$ cat src/rtl/simd_pkg.sv
// simd_pkg: types and constants shared by the SIMD BRAM loader.
//   loader_target_e : destination BRAM selected by a loader command
//   loader_state_e  : loader FSM states
//   INS_WORDS       : stream words per instruction row at the default widths
package simd_pkg;

   typedef enum logic [1:0] {
      TGT_A    = 2'd0,
      TGT_B    = 2'd1,
      TGT_INS  = 2'd2,
      TGT_RSVD = 2'd3
   } loader_target_e;

   typedef enum logic [1:0] {
      ST_IDLE  = 2'd0,
      ST_LOAD  = 2'd1,
      ST_FLUSH = 2'd2,
      ST_DONE  = 2'd3
   } loader_state_e;

   localparam int LDR_DATA_WIDTH = 32;
   localparam int LDR_INS_WIDTH  = 64;
   localparam int INS_WORDS      = LDR_INS_WIDTH / LDR_DATA_WIDTH;

   function automatic int max2(input int a, input int b);
      return (a > b) ? a : b;
   endfunction

endpackage

$ cat src/rtl/row_packer.sv
// row_packer: packs stream words into a row, lane 0 in the least significant bits.
//   in_valid/in_data : accepted stream word
//   words_per_row    : lanes that make up a full row for the current command
//   flush            : qualifies in_valid; close the row after this word, zero-padding the rest
//   row_valid        : row_data holds a row to be written this cycle
//   row_full         : the row closed because its last lane was filled
//   row_data         : assembled row including the word being accepted
module row_packer #(
   parameter int DATA_WIDTH = 32,
   parameter int MAX_WORDS  = 4,
   parameter int CW         = $clog2(MAX_WORDS + 1)
) (
   input  logic                            clk,
   input  logic                            rst,
   input  logic                            in_valid,
   input  logic [DATA_WIDTH-1:0]           in_data,
   input  logic [CW-1:0]                   words_per_row,
   input  logic                            flush,
   output logic                            row_valid,
   output logic                            row_full,
   output logic [MAX_WORDS*DATA_WIDTH-1:0] row_data
);

   logic [CW-1:0]                        lane_q, lane_d;
   logic [MAX_WORDS-1:0][DATA_WIDTH-1:0] lanes_q, lanes_d, merged;

   always_comb begin
      for (int i = 0; i < MAX_WORDS; i++) begin
         merged[i] = (CW'(i) == lane_q) ? in_data : lanes_q[i];
      end
      row_full  = in_valid && (lane_q == words_per_row - CW'(1));
      row_valid = row_full || (in_valid && flush);
      row_data  = merged;
      lane_d    = lane_q;
      lanes_d   = lanes_q;
      // Clearing the assembly register on every emitted row is what zero-pads a flushed row.
      if (row_valid) begin
         lane_d  = '0;
         lanes_d = '0;
      end else if (in_valid) begin
         lane_d  = lane_q + CW'(1);
         lanes_d = merged;
      end
   end

   always_ff @(posedge clk) begin
      if (rst) begin
         lane_q  <= '0;
         lanes_q <= '0;
      end else begin
         lane_q  <= lane_d;
         lanes_q <= lanes_d;
      end
   end

endmodule

$ cat src/rtl/bram_loader.sv
// bram_loader: fills operand BRAMs A/B and the instruction BRAM from a word stream.
//   cmd_*      : command handshake (target, first row, row count); accepted only in IDLE
//   s_*        : word stream, one word per cycle while loading; s_last ends the command
//   bram_*_wr_*: registered row-wide write ports, one pulse per completed row
//   done/err   : one-cycle end-of-command pulse, err flags reserved target or bad s_last
//
// state    | meaning
// ST_IDLE  | waiting for a command, cmd_ready=1
// ST_LOAD  | accepting stream words, s_ready=1
// ST_FLUSH | final/partial row in the write stage, stream stalled
// ST_DONE  | done (and err if flagged) pulse
module bram_loader
   import simd_pkg::*;
#(
   parameter int PE_COUNT       = 4,
   parameter int DATA_WIDTH     = LDR_DATA_WIDTH,
   parameter int ADDR_WIDTH     = 10,
   parameter int INS_ADDR_WIDTH = 11,
   parameter int INS_WIDTH      = INS_WORDS * LDR_DATA_WIDTH
) (
   input  logic                           clk,
   input  logic                           rst,
   input  logic                           cmd_valid,
   output logic                           cmd_ready,
   input  logic [1:0]                     cmd_target,
   input  logic [INS_ADDR_WIDTH-1:0]      cmd_base,
   input  logic [INS_ADDR_WIDTH:0]        cmd_len,
   input  logic [DATA_WIDTH-1:0]          s_data,
   input  logic                           s_valid,
   output logic                           s_ready,
   input  logic                           s_last,
   output logic                           bram_a_wr_en,
   output logic [ADDR_WIDTH-1:0]          bram_a_wr_addr,
   output logic [PE_COUNT*DATA_WIDTH-1:0] bram_a_wr_data,
   output logic                           bram_b_wr_en,
   output logic [ADDR_WIDTH-1:0]          bram_b_wr_addr,
   output logic [PE_COUNT*DATA_WIDTH-1:0] bram_b_wr_data,
   output logic                           bram_ins_wr_en,
   output logic [INS_ADDR_WIDTH-1:0]      bram_ins_wr_addr,
   output logic [INS_WIDTH-1:0]           bram_ins_wr_data,
   output logic                           done,
   output logic                           err
);

   localparam int INS_ROW_WORDS = INS_WIDTH / DATA_WIDTH;
   localparam int MAX_WORDS     = max2(PE_COUNT, INS_ROW_WORDS);
   localparam int CW            = $clog2(MAX_WORDS + 1);
   localparam int LEN_W         = INS_ADDR_WIDTH + 1;
   localparam int ROW_W         = MAX_WORDS * DATA_WIDTH;

   loader_state_e             state_q, state_d;
   loader_target_e            target_q, target_d;
   logic [INS_ADDR_WIDTH-1:0] row_addr_q, row_addr_d;
   logic [LEN_W-1:0]          rows_q, rows_d;
   logic                      err_flag_q, err_flag_d;
   logic                      cmd_ready_q, cmd_ready_d;
   logic                      s_ready_q, s_ready_d;
   logic                      done_q, done_d;
   logic                      err_q, err_d;
   logic                      wr_a_en_q, wr_a_en_d;
   logic                      wr_b_en_q, wr_b_en_d;
   logic                      wr_ins_en_q, wr_ins_en_d;
   logic [INS_ADDR_WIDTH-1:0] wr_addr_q, wr_addr_d;
   logic [ROW_W-1:0]          wr_data_q, wr_data_d;

   logic                      accept;
   logic                      last_word;
   logic                      pk_flush;
   logic                      pk_row_valid;
   logic                      pk_row_full;
   logic [ROW_W-1:0]          pk_row_data;
   logic [CW-1:0]             words_per_row;

   assign accept        = s_ready_q && s_valid;
   assign words_per_row = (target_q == TGT_INS) ? CW'(INS_ROW_WORDS) : CW'(PE_COUNT);
   assign last_word     = pk_row_full && (rows_q == LEN_W'(1));
   // s_last anywhere but the final word cuts the command short.
   assign pk_flush      = s_last && !last_word;

   row_packer #(
      .DATA_WIDTH (DATA_WIDTH),
      .MAX_WORDS  (MAX_WORDS),
      .CW         (CW)
   ) u_row_packer (
      .clk           (clk),
      .rst           (rst),
      .in_valid      (accept),
      .in_data       (s_data),
      .words_per_row (words_per_row),
      .flush         (pk_flush),
      .row_valid     (pk_row_valid),
      .row_full      (pk_row_full),
      .row_data      (pk_row_data)
   );

   always_comb begin
      state_d     = state_q;
      target_d    = target_q;
      row_addr_d  = row_addr_q;
      rows_d      = rows_q;
      err_flag_d  = err_flag_q;
      wr_a_en_d   = 1'b0;
      wr_b_en_d   = 1'b0;
      wr_ins_en_d = 1'b0;
      wr_addr_d   = wr_addr_q;
      wr_data_d   = wr_data_q;
      case (state_q)
         ST_IDLE: begin
            if (cmd_valid && cmd_ready_q) begin
               target_d   = loader_target_e'(cmd_target);
               row_addr_d = cmd_base;
               rows_d     = cmd_len;
               err_flag_d = (cmd_target == TGT_RSVD);
               state_d    = (cmd_len == '0 || cmd_target == TGT_RSVD) ? ST_DONE : ST_LOAD;
            end
         end
         ST_LOAD: begin
            if (pk_row_valid) begin
               wr_a_en_d   = (target_q == TGT_A);
               wr_b_en_d   = (target_q == TGT_B);
               wr_ins_en_d = (target_q == TGT_INS);
               wr_addr_d   = row_addr_q;
               wr_data_d   = pk_row_data;
            end
            if (pk_row_full) begin
               row_addr_d = row_addr_q + 1'b1;
               rows_d     = rows_q - LEN_W'(1);
            end
            // The last row needs one cycle in the write stage before done, hence FLUSH.
            if (accept && (last_word || s_last)) begin
               state_d    = ST_FLUSH;
               err_flag_d = !(last_word && s_last);
            end
         end
         ST_FLUSH: state_d = ST_DONE;
         ST_DONE:  state_d = ST_IDLE;
         default:  state_d = ST_IDLE;
      endcase
      cmd_ready_d = (state_d == ST_IDLE);
      s_ready_d   = (state_d == ST_LOAD);
      done_d      = (state_d == ST_DONE);
      err_d       = (state_d == ST_DONE) && err_flag_d;
   end

   always_ff @(posedge clk) begin
      if (rst) begin
         state_q     <= ST_IDLE;
         target_q    <= TGT_A;
         row_addr_q  <= '0;
         rows_q      <= '0;
         err_flag_q  <= 1'b0;
         cmd_ready_q <= 1'b0;
         s_ready_q   <= 1'b0;
         done_q      <= 1'b0;
         err_q       <= 1'b0;
         wr_a_en_q   <= 1'b0;
         wr_b_en_q   <= 1'b0;
         wr_ins_en_q <= 1'b0;
         wr_addr_q   <= '0;
         wr_data_q   <= '0;
      end else begin
         state_q     <= state_d;
         target_q    <= target_d;
         row_addr_q  <= row_addr_d;
         rows_q      <= rows_d;
         err_flag_q  <= err_flag_d;
         cmd_ready_q <= cmd_ready_d;
         s_ready_q   <= s_ready_d;
         done_q      <= done_d;
         err_q       <= err_d;
         wr_a_en_q   <= wr_a_en_d;
         wr_b_en_q   <= wr_b_en_d;
         wr_ins_en_q <= wr_ins_en_d;
         wr_addr_q   <= wr_addr_d;
         wr_data_q   <= wr_data_d;
      end
   end

   assign cmd_ready        = cmd_ready_q;
   assign s_ready          = s_ready_q;
   assign done             = done_q;
   assign err              = err_q;
   assign bram_a_wr_en     = wr_a_en_q;
   assign bram_a_wr_addr   = wr_addr_q[ADDR_WIDTH-1:0];
   assign bram_a_wr_data   = wr_data_q[PE_COUNT*DATA_WIDTH-1:0];
   assign bram_b_wr_en     = wr_b_en_q;
   assign bram_b_wr_addr   = wr_addr_q[ADDR_WIDTH-1:0];
   assign bram_b_wr_data   = wr_data_q[PE_COUNT*DATA_WIDTH-1:0];
   assign bram_ins_wr_en   = wr_ins_en_q;
   assign bram_ins_wr_addr = wr_addr_q;
   assign bram_ins_wr_data = wr_data_q[INS_WIDTH-1:0];

endmodule
$ cat config.mk
export PLATFORM = sky130hd
export DESIGN_NAME = bram_loader
export DESIGN_NICKNAME = d
export VERILOG_FILES = /design/src/rtl/simd_pkg.sv /design/src/rtl/row_packer.sv /design/src/rtl/bram_loader.sv
export SDC_FILE = /design/constraint.sdc
export NUM_CORES = 1
export LEC_CHECK = 0
export BUFFER_PORTS_ARGS = -buffer_cell sky130_fd_sc_hd__buf_2
export CORE_MARGIN = 5
export CORE_UTILIZATION = 50
export CTS_CLUSTER_SIZE = 16
export DETAILED_ROUTE_END_ITERATION = 7
export GPL_ROUTABILITY_DRIVEN = 0
export PLACE_DENSITY_LB_ADDON = 0.25
export SKIP_LAST_GASP = 1
export SYNTH_ARGS = -nofsm -noshare
export SYNTH_HDL_FRONTEND = slang
export SYNTH_SLANG_ARGS = --single-unit
$ cat constraint.sdc
create_clock -name clk -period 4.1 [get_ports clk]
set_input_delay 0.205 -clock clk [delete_from_list [all_inputs] [get_ports clk]]
set_output_delay 0.205 -clock clk [all_outputs]
set_load 0.05 [all_outputs]
==> Word level (Yosys, flattened, before mapping) <==
Index checks and enable logic that the tools add are counted.
Widths: inputs -> output; s select.
{ "totals": {"register_bits": 305, "inputBits": 62, "out_inout_bits": 358} }
{ "classes": {"add_sub_neg": 4, "eq_ne": 15, "muxes": 18, "n_bitwise": 2, "n_reduce_logical": 25} }
{ "op_table": {"columns": ["operator", "n"], "rows": [
  ["$mux 32", 4],
  ["$mux 12", 2],
  ["$pmux 12 s2", 1],
  ["$mux 11", 2],
  ["$pmux 11 s2", 1],
  ["$eq 12x1->1 const B", 1],
  ["$logic_not 12->1", 1],
  ["$sub 12x1->12 const B", 1],
  ["$add 11x1->11 const B", 1],
  ["$eq 2x2->1 const B", 5],
  ["$logic_and 1x1->1", 9],
  ["$pmux 2 s4", 1],
  ["$eq 2x1->1 const B", 3],
  ["$eq 2x3->1 const A", 2],
  ["$logic_not 2->1", 3],
  ["$mux 2", 3],
  ["$ne 2x2->1 const B", 2],
  ["$reduce_and 2->1", 2],
  ["$add 3x1->3 const B", 1],
  ["$eq 1x3->1 const A", 1],
  ["$eq 3x3->1", 1],
  ["$logic_not 3->1", 1],
  ["$logic_or 1x1->1", 3],
  ["$mux 3", 1],
  ["other kinds (9)", 12]
]} }

==> Longest topological paths before layout <==
{ "logic_depth": {"ltp_word": 12, "mapped_depth": 9, "mapped_depth_nobuf": 7} }

==> Cells and area by module <==
A second synthesis with hierarchy kept.
{ "unflattened": {"cells_unflattened": 1705, "hier_area_um2": 14736.6} }
{ "by_module_without_submodules": {"columns": ["module", "n_inst", "cells_each", "area_each_um2", "seq_area_each_um2"], "rows": [
  ["bram_loader", 1, 1073, 8282.9, 3483.3],
  ["row_packer", 1, 632, 6453.7, 2622.5]
]} }

==> Least setup slack after synthesis <==
OpenSTA, ideal clock, no wires.
{ "synth_timing": {"path_kind": "flip-flop to flip-flop", "from": "register s_ready_q (netlist: s_ready)", "to": "register u_row_packer.lanes_q[65] (netlist name)", "setup_ns": 0.070, "t_arrival_ns": 1.932, "path_slack_ns": 2.098, "path_stages_with_launch": 8, "path_buffers": 3, "synth_period_minus_slack_ns": 2.002, "cell_sequence": "dfxtp_1 > and2_1 > clkbuf_1 > and2_1 > clkbuf_1 > clkbuf_1 > nand2_1 > a21oi_1"} }
{ "synth_via": {"elab_chain_cells": 8} }
{ "synth_rtl": {"columns": ["item", "line", "rtl"], "rows": [
  ["start: declaration", "bram_loader.sv:57", "logic s_ready_q, s_ready_d;"],
  ["start signal: assignment", "bram_loader.sv:168", "s_ready_q <= s_ready_d;"],
  ["$logic_and 1x1->1 (*)", "bram_loader.sv:74", "assign accept = s_ready_q && s_valid;"],
  ["$logic_and 1x1->1", "row_packer.sv:31", "row_full = in_valid && (lane_q == words_per_row - CW'(1));"],
  ["$logic_and 1x1->1", "bram_loader.sv:76", "assign last_word = pk_row_full && (rows_q == LEN_W'(1));"],
  ["$logic_not 1->1", "bram_loader.sv:78", "assign pk_flush = s_last && !last_word;"],
  ["$logic_and 1x1->1", "bram_loader.sv:78", null],
  ["$logic_and 1x1->1", "row_packer.sv:32", "row_valid = row_full || (in_valid && flush);"],
  ["$logic_or 1x1->1", "row_packer.sv:32", null],
  ["$reduce_or 2->1 (no line)", null, null],
  ["end signal: assignment", "row_packer.sv:52", "lanes_q <= lanes_d;"],
  ["end: declaration", "row_packer.sv:25", "logic [MAX_WORDS-1:0][DATA_WIDTH-1:0] lanes_q, lanes_d, merged;"]
]} }
Every way passes the cells marked *; elsewhere a longest branch is shown, timed or not.
A chain may end at the register's enable or synchronous reset.

==> Worst setup path after layout <==
{ "layout_timing": {"from": "register u_row_packer.lane_q[0]", "to": "register wr_data_q[121] (netlist: bram_a_wr_data[121])"} }
{ "layout_via": {"elab_chain_cells": 8, "elab_cells_between_ends": 10, "classes_between": "eq/ne: 2; mux: 1; reduce/logical: 7"} }
{ "layout_rtl": {"columns": ["item", "line", "rtl"], "rows": [
  ["start: declaration", "row_packer.sv:24", "logic [CW-1:0] lane_q, lane_d;"],
  ["start signal: assignment", "row_packer.sv:51", "lane_q <= lane_d;"],
  ["$eq 3x3->1", "row_packer.sv:31", null],
  ["$logic_and 1x1->1", "row_packer.sv:31", null],
  ["$logic_and 1x1->1", "bram_loader.sv:76", null],
  ["$logic_not 1->1", "bram_loader.sv:78", null],
  ["$logic_and 1x1->1", "bram_loader.sv:78", null],
  ["$logic_and 1x1->1", "row_packer.sv:32", null],
  ["$logic_or 1x1->1", "row_packer.sv:32", null],
  ["$reduce_and 2->1 (no line)", null, null],
  ["end signal: assignment", "bram_loader.sv:175", "wr_data_q <= wr_data_d;"],
  ["end: declaration", "bram_loader.sv:64", "logic [ROW_W-1:0] wr_data_q, wr_data_d;"]
]} }
Parallel ways exist; a longest one is shown, timed or not.

==> out/summary.md <==
• run status: finished clean
• via count normalized by instance count: 5.42
• area share of the largest cell type after synthesis: 40.3%
• RSZ-0062 raised after global routing: false
• number of cells in the design after placement: 2166
• placement row count: 63
• antenna violations before repair: 0
• number of top-level pins: 420
• Routed WL per cell: 18.6 um
• HP Class: input pin to flip-flop
• Post-Syn Area: 0.0152 mm2
• Post-Syn Instances: 1715
• first-pass GRT wire length: 63500 um
• total routing usage reported by global routing: 22.9%
• worst reg2reg setup slack: 1.27 ns
• most used standard cells in the synthesized netlist: 305 x sky130_fd_sc_hd__dfxtp_1, 291 x sky130_fd_sc_hd__nand2_1, 273 x sky130_fd_sc_hd__a21oi_1
• sequential area share after synthesis: 40.3%
• Die Y: 184 um
• peak supply drop: 0.261 mV
• peak per-stage delay on the critical path: 0.77 ns
• clk slew on worst S/H paths: 0.06 ns
• HPWL after detailed placement: 27700 um
• post-detailed-route count of antenna-violating nets: 0
• total of hold buffers inserted after clock tree synthesis: 2
• Critical Path Start Type: flip-flop
• per-instance average area after synthesis: 8.85 um2
• max-slew violations: 0
• Worst-Skew Late Latency: 0.49 ns
• gate family responsible for the most delay along the worst path: simple AND/OR/NAND/NOR gates
• Synth cell types: 64
• Remaining DRCs: 0
• critical path data arrival time: 3.18 ns
• number of cells on the critical path: 5
• count of maximum capacitance violations: 0
• count of instances resized after the clock tree is built: 0
• number of setup violations in the final report: 0
• Starting Density: 50.9%
• Post-synth EDFFs: 0
• area grow syn2layout: 8.38%
• total wire length: 41400 um
• count of yosys warnings during synthesis: 0
• overall overflow remaining after global route: 0
• number of buffers inserted during clock tree synthesis: 34
• non-filler instance count after layout: 2222
• highest-delay cell along the critical path: sky130_fd_sc_hd__and2_4
• cells traversed along the worst timing path: nor2b_1, a21o_4, and2_4, buf_4, a211oi_1
• pin count of the biggest net entering global routing: 71
• post-synth net total: 1785
• setup tns final: 0 ns
• leakage component of the power: 6.70 nW
• horizontal extent of the die: 184 um
• share of cells above drive strength 1: 31.9%
• leading cell type by number of instances after synthesis: sky130_fd_sc_hd__dfxtp_1
• launching point of the worst reg2reg path: u_row_packer.lane_q[0]
• number of inserted filler cells in the final layout: 2760
• count of final hold-check violations: 0
• count of H-tree levels built during CTS: 2
• number of cell instances on the worst register-to-register path: 5
• worst flop-to-flop path endpoint: bram_a_wr_data[121]
• min cycle time layout: 2.83 ns
• buffer levels on the longest clock path: 3
• capture point of the worst path: bram_a_wr_data[121]
• Ant. Diodes: 0
• max-slew headroom at the worst pin: 42.3%
• Total Nets Final: 1884
• kind of critical path: flip-flop to flip-flop
• max frequency: 353 MHz
• Synth area leaders: sky130_fd_sc_hd__dfxtp_1 40%, sky130_fd_sc_hd__buf_4 11%, sky130_fd_sc_hd__mux2i_1 9.1%
• total die area: 0.0339 mm2
• library cell with the largest summed area after synthesis: sky130_fd_sc_hd__dfxtp_1
• slew at the pin with the worst max-slew slack: 0.866 ns
• vias post-DR: 12000
• placeable core region: 0.0298 mm2
• Main synth FF type: sky130_fd_sc_hd__dfxtp_1
• CP Capture Type: flip-flop
• proportion of synthesized flip-flops having asynchronous set or reset: 0%
• clock sink count: 305
• post-synthesis register bit count: 305
• number of post-CTS setup repair buffers: 0
• first-iteration detailed-routing DRC count: 697
• vias in the first global route: 11300
• launch point of the critical path: u_row_packer.lane_q[0]
• cell area power density: 411 mW/mm2
• worst setup skew after layout: 0.0126 ns
• crit-path max FO: 62
• count of buffer and inverter cells on the critical path: 1
• buffer cell driving the clock tree root: sky130_fd_sc_hd__clkbuf_16
• number of buffer cells added on primary ports: 419
• clock tree from TritonCTS: yes
• data required time at the worst endpoint: 4.45 ns
• total iterations of the first detailed-routing run: 5
• part of the cycle the worst path needs: 69.1%
-- layout by cell type (no fill, tap or decap), types with 14 or more instances in the layout --
cell                          n
sky130_fd_sc_hd__nand2b_1    20
sky130_fd_sc_hd__clkbuf_16   35
sky130_fd_sc_hd__a211oi_1    67
sky130_fd_sc_hd__o21ai_0     14
sky130_fd_sc_hd__buf_2      418
sky130_fd_sc_hd__a21oi_1    273
sky130_fd_sc_hd__buf_4       24
sky130_fd_sc_hd__mux2i_1    138
sky130_fd_sc_hd__nor2_1      23
sky130_fd_sc_hd__a211oi_2    65
sky130_fd_sc_hd__nand2_1    291
sky130_fd_sc_hd__dfxtp_1    305
-- worst min-delay path, cell delays in order --
cell	delay (ns)
sky130_fd_sc_hd__buf_2	0.11
sky130_fd_sc_hd__nand3_1	0.06
sky130_fd_sc_hd__a31oi_1	0.08
-- routing by layer --
metal	global-route usage, %	vias to the layer above	wire length [um]
li1	-	5879	-
met1	30.7	5723	18200
met2	39.4	394	20000
met3	3.12	46	2340
met4	5.12	0	768
met5	0	-	0
-- layout make-up --
class / count / area [um2] / area share (%)
multi-input combinational: 1019 / 6450 / 39.2
timing repair buffer: 447 / 2340 / 14.3
clock buffer: 47 / 961 / 5.84
sequential: 305 / 6110 / 37.1
tap: 390 / 488 / 2.97
clock inverter: 7 / 63.8 / 0.388
inverter: 7 / 26.3 / 0.160
-- state kept, by name, summed over array words and instances, names as in the netlist, 2 cells and up --
name                  flops
target_q                  2
bram_ins_wr_addr         11
state_q                   2
row_addr_q               11
rows_q                   12
bram_a_wr_data          128
u_row_packer.lane_q       3
u_row_packer.lanes_q    128
-- per-stage QoR --
stage / worst slack (ns) / utilization [%] / hold slack [ns] / instance area (um2) / power, mW
3_3_place_gp: 1.41 / 51.7 / 0.441 / 15400 / 3.96
4_1_cts: 1.29 / 55.2 / 0.00194 / 16400 / 6.82
2_1_floorplan: 2.10 / - / 0.352 / 15200 / 3.81
3_5_place_dp: 1.29 / 51.7 / 0.446 / 15400 / 3.97
6_report: 1.27 / 55.2 / 0.0144 / 16400 / 6.76
5_1_grt: 1.13 / 55.2 / 0.0213 / 16400 / 7.01
-- power by group --
| group | internal (mW) | switching (mW) |
|---|---|---|
| clock | 1.69 | 1.17 |
| sequential | 3.03 | 0.0589 |
| combinational | 0.232 | 0.588 |
| total | 4.95 | 1.82 |
-- how the worst min path moves through the flow --
stage,startpoint,slack [ns],end,depth (start not counted)
5_1_grt,cmd_len[0],0.02,rows_q[0],3
4_1_cts,cmd_len[0],0.002,rows_q[0],3
2_1_floorplan,cmd_target[0],0.35,target_q[0],2
6_report,cmd_len[0],0.01,rows_q[0],3
3_5_place_dp,u_row_packer.lanes_q[34],0.45,u_row_packer.lanes_q[34],2
3_3_place_gp,u_row_packer.lanes_q[82],0.44,u_row_packer.lanes_q[82],2
-- cell families after synthesis --
logic type / share of synthesized area, %
compound gates: 20.7
xor+xnor: 0.165
fa+ha+maj: 0.660
buf+inv: 17.5
flops: 40.3
mux: 9.11
simple gates: 11.6
Note: power is estimated with default switching activity, not from simulation.
